## config.mk

```make
export PLATFORM = sky130hd
export DESIGN_NAME = pdecoder_8to3
export DESIGN_NICKNAME = d
export VERILOG_FILES = /design/src/rtl/pdecoder_pkg.sv /design/src/rtl/pencoder_core.sv /design/src/rtl/pdecoder_8to3.sv
export SDC_FILE = /design/constraint.sdc
export NUM_CORES = 1
export LEC_CHECK = 0
export CORE_AREA = 8 8 45 47
export CTS_CLUSTER_SIZE = 8
export DETAILED_ROUTE_END_ITERATION = 7
export DIE_AREA = 0 0 53 55
export PLACE_DENSITY_LB_ADDON = 0.12
export SYNTH_ARGS = -nofsm -noshare
export SYNTH_HDL_FRONTEND = slang
export SYNTH_HIERARCHICAL = 1
export SYNTH_SLANG_ARGS = --single-unit
```

## constraint.sdc

```tcl
create_clock -name clk -period 1.5 [get_ports clk]
set_input_delay 0.15 -clock clk [delete_from_list [all_inputs] [get_ports clk]]
set_output_delay 0.15 -clock clk [all_outputs]
set_load 0.1 [all_outputs]
```

## src/rtl/pdecoder_pkg.sv

```systemverilog
// Shared widths and helpers for the 8-to-3 priority decoder.
package pdecoder_pkg;

  localparam int IN_W  = 8;
  localparam int OUT_W = 3;

  // Clearing the lowest set bit leaves something behind only when two or more bits were set.
  function automatic logic at_least_two(input logic [IN_W-1:0] d);
    logic [IN_W-1:0] one;
    one = {{(IN_W-1){1'b0}}, 1'b1};
    return (d & (d - one)) != '0;
  endfunction

endpackage

```

## src/rtl/pencoder_core.sv

```systemverilog
// Combinational priority encoder: winning index, any-request and multi-request flags.
module pencoder_core
  import pdecoder_pkg::*;
#(
  parameter int MSB_FIRST = 1
) (
  input  logic [IN_W-1:0]  d_i,
  output logic [OUT_W-1:0] idx_o,
  output logic             any_o,
  output logic             multi_o
);

  // The last matching bit in scan order wins, so scan towards the favoured end.
  always_comb begin
    // NOTE: default assigned first so every path drives idx_o and no latch is inferred.
    idx_o = '0;
    if (MSB_FIRST != 0) begin
      for (int i = 0; i < IN_W; i++) begin
        if (d_i[i]) idx_o = OUT_W'(i);
      end
    end else begin
      for (int i = IN_W - 1; i >= 0; i--) begin
        if (d_i[i]) idx_o = OUT_W'(i);
      end
    end
  end

  assign any_o   = |d_i;
  assign multi_o = at_least_two(d_i);

endmodule

```

## src/rtl/pdecoder_8to3.sv

```systemverilog
// 8-to-3 priority decoder: pencoder_core followed by an enabled, synchronously reset output register.
module pdecoder_8to3
  import pdecoder_pkg::*;
#(
  parameter int MSB_FIRST = 1
) (
  input  logic             clk,
  input  logic             rst,
  input  logic             en,
  input  logic [IN_W-1:0]  D,
  output logic [OUT_W-1:0] Y,
  output logic             V,
  output logic             M
);

  logic [OUT_W-1:0] y_q, y_d;
  logic             v_q, v_d;
  logic             m_q, m_d;
  logic [OUT_W-1:0] core_idx;
  logic             core_any;
  logic             core_multi;

  pencoder_core #(
    .MSB_FIRST (MSB_FIRST)
  ) u_core (
    .d_i     (D),
    .idx_o   (core_idx),
    .any_o   (core_any),
    .multi_o (core_multi)
  );

  always_comb begin
    y_d = y_q;
    v_d = v_q;
    m_d = m_q;
    if (en) begin
      y_d = core_idx;
      v_d = core_any;
      m_d = core_multi;
    end
  end

  // Reset is checked before enable so it clears the outputs even while en is low.
  always_ff @(posedge clk) begin
    // NOTE: non-blocking assignments keep every flop sampling pre-edge values.
    if (rst) begin
      y_q <= '0;
      v_q <= 1'b0;
      m_q <= 1'b0;
    end else begin
      y_q <= y_d;
      v_q <= v_d;
      m_q <= m_d;
    end
  end

  assign Y = y_q;
  assign V = v_q;
  assign M = m_q;

endmodule

```

==> impl_metrics.toml <==
[outcome]
status = "completed"

[synthesis]
synth_area_per_cell_um2 = 8.32
synth_warnings = 6
syn-cell-area_um2 = 308
ys_types = 18
synthCells = 37
seq_area_frac_synth = 0.325
ys_seq_elements = 5
syn-num-nets = 48

[placed_design]
post-dp-hpwl_um = 689
place_ws_ns = -0.229
gp_congestion = 0.657
port_buffers = 15

[pwr]
p_leak_nw = 0.272
power.density_nw_per_um2 = 846
power_mw = 0.501
ir_drop_mv = 0.502

[sta]
worstMarginPinSlew_ns = 0.307
finalSetupViolations = 0
setup_ws_ns = 0.257
finalHoldViolations = 0
clock.fmax_mhz = 804
period_needed_ns = 1.24
skew_ns = 0
rsz0062_at_grt = "false"
max-slew-margin-rel = 0.795
fin_crit_sh = 0.829
fin_setup_tns_ns = 0
drv_slew = 0

[worst_setup_path]
crit_buf_inv = 1
critPathSlowestCell = "clkdlybuf4s50_1"
critPathMaxStageDelay_ns = 0.50
crit_family = "buffers and inverters"
required_ns = 1.68
cp_max_fo = 4
critPathLaunchType = "primary input"
crit_path_cell_trace = "clkdlybuf4s50_1 -> nand2b_1 -> a211oi_2 -> o32ai_1 -> mux2i_1 -> nor2_1"
cp.arrival_ns = 1.42
worstSetupEndpointType = "flop"
crit_type = "primary input to flop"

[die]
fp.dieH_um = 55
fp-row-count = 14
dieArea_um2 = 2920
initial_core_util = 0.222
io_pins = 16
die_x_um = 53
core_area_um2 = 1380

[detailed_routing]
first_pass_iters = 4
via_count = 326
viasPerCell = 4.35
first_iter_violations = 9
wl_um = 855
wl_per_cell_um = 11.4
drc = 0
ant_nets = 0

[flow_run]
max_cap_violations = 0

[final_layout]
area_delta_synth_final_pct = 92.3
n_fill_cell = 145
drive_above_1_share = 0.237
final_nets = 71
final_util = 0.428
diodes = 0

[grt]
grt_pass1_wl_um = 1520
antenna_found_initial = 0
grt-ovfl-total = 0
grt_max_degree = 6
grt_usage = 0.0688
grt_pass1_vias = 370

[cts]
root_buffer = "clkbuf_4"
cts.reportedPaths.clkPinSlew_ns = 0.04
numCtsBuffers = 3
cts_tree = "built"
htree_levels = 1
holdBufCountCts = 0
clk_latency_ns = 0.24
clock-sinks = 5
clockBufferDepth = 2

[hold_path]
worst_hold_path_type = "primary input to flop"
through the flow:
step	cells	hold slack, ns	area, µm²
after floorplan	37	0.222	308
after global placement	70	0.547	539
after detailed placement	70	0.547	539
after CTS	74	0.556	566
after global routing	75	0.531	592
final	75	0.478	592
tightest hold or removal path: stages:
cell	delay (ns)
dlymetal6s2s_1	0.15
nor4_4	0.06
buf_4	0.12
nand3_1	0.06
mux2i_1	0.06
nor2_1	0.08
final timing paths:
| kind | startpoint | endpoint | slack, ns | cells past startpoint |
|---|---|---|---|---|
| hold reg to reg | M$_SDFFE_PP0P_ | M$_SDFFE_PP0P_ | 0.55 | 2 |
| hold / removal | D[1] | V$_SDFFE_PP0P_ | 0.48 | 6 |
| setup reg to reg | Y[2]$_SDFFE_PP0P_ | Y[2]$_SDFFE_PP0P_ | 0.88 | 2 |
| setup / recovery | D[7] | M$_SDFFE_PP0P_ | 0.26 | 6 |
flip-flops by register name, indices dropped and copies added, names as in the netlist:
register / flops
M: 1
V: 1
Y: 3
where the power goes:
group	internal, mW	total, mW	leakage [nW]	switching, mW
Clock	0.100	0.151	0.0150	0.0509
Sequential	0.144	0.154	0.0418	0.0104
Combinational	0.0829	0.195	0.215	0.112
area by class of cell:
class                           instances  area (µm²)  share of cell area
Clock buffer                            4        26.3              0.0444
Inverter                                1        3.75             0.00634
Tap cell                               16        20.0              0.0338
Timing Repair Buffer                   19         240               0.406
Multi-Input combinational cell         30         201               0.340
Sequential cell                         5         100               0.169
what timing repair did:
| action | CTS | global route |
|---|---|---|
| resized for setup | 0 | 5 |
| buffers inserted | 0 | 1 |
| endpoints found under the setup margin | 0 | 1 |
layout by cell type, fill, tap and decap left out, types with 2 or more instances in the layout:
| cell | instances |
|---|---|
| clkbuf_4 | 3 |
| buf_12 | 5 |
| buf_4 | 4 |
| nor3_1 | 2 |
| nand2b_1 | 2 |
| dlymetal6s2s_1 | 4 |
| mux2i_1 | 5 |
| dfxtp_1 | 5 |
| clkdlybuf4s50_1 | 6 |
| nor2_1 | 9 |
| nand2_1 | 2 |
cells in the mapped netlist (all sizes together):
cell type	n	area [µm²]
inv	1	3.75
a21oi	1	5.00
nand2	2	7.51
buf	1	11.3
nor3	2	10.0
o21bai	1	7.51
dfxtp	5	100
o21ai	1	5.00
nand3	1	5.00
nor2	9	33.8
mux2i	5	50.1
a211oi	1	12.5
nor4	2	18.8
maj3	1	10.0
o32ai	1	8.76
nor2b	1	6.26
nand2b	2	12.5
logic make-up (layout without fill, tap and decap cells):
family | count (synthesis) | in the layout | synth area share
adder cells (fa/ha/maj) | 1 | 1 | 0.0325
AO/OA/AOI/OAI | 5 | 5 | 0.126
flip-flops | 5 | 5 | 0.325
buffers and inverters | 2 | 24 | 0.0488
multiplexers | 5 | 5 | 0.163
AND/OR/NAND/NOR | 19 | 19 | 0.305
per-layer routing:
metal	vias up	share of wire	GRT usage
met5	-	0	0
met4	0	0	0.0517
met2	9	0.47	0.109
met1	143	0.46	0.0742
met3	0	0.070	0.0241
li1	174	-	-
Note: power is estimated with default switching activity, not from simulation.
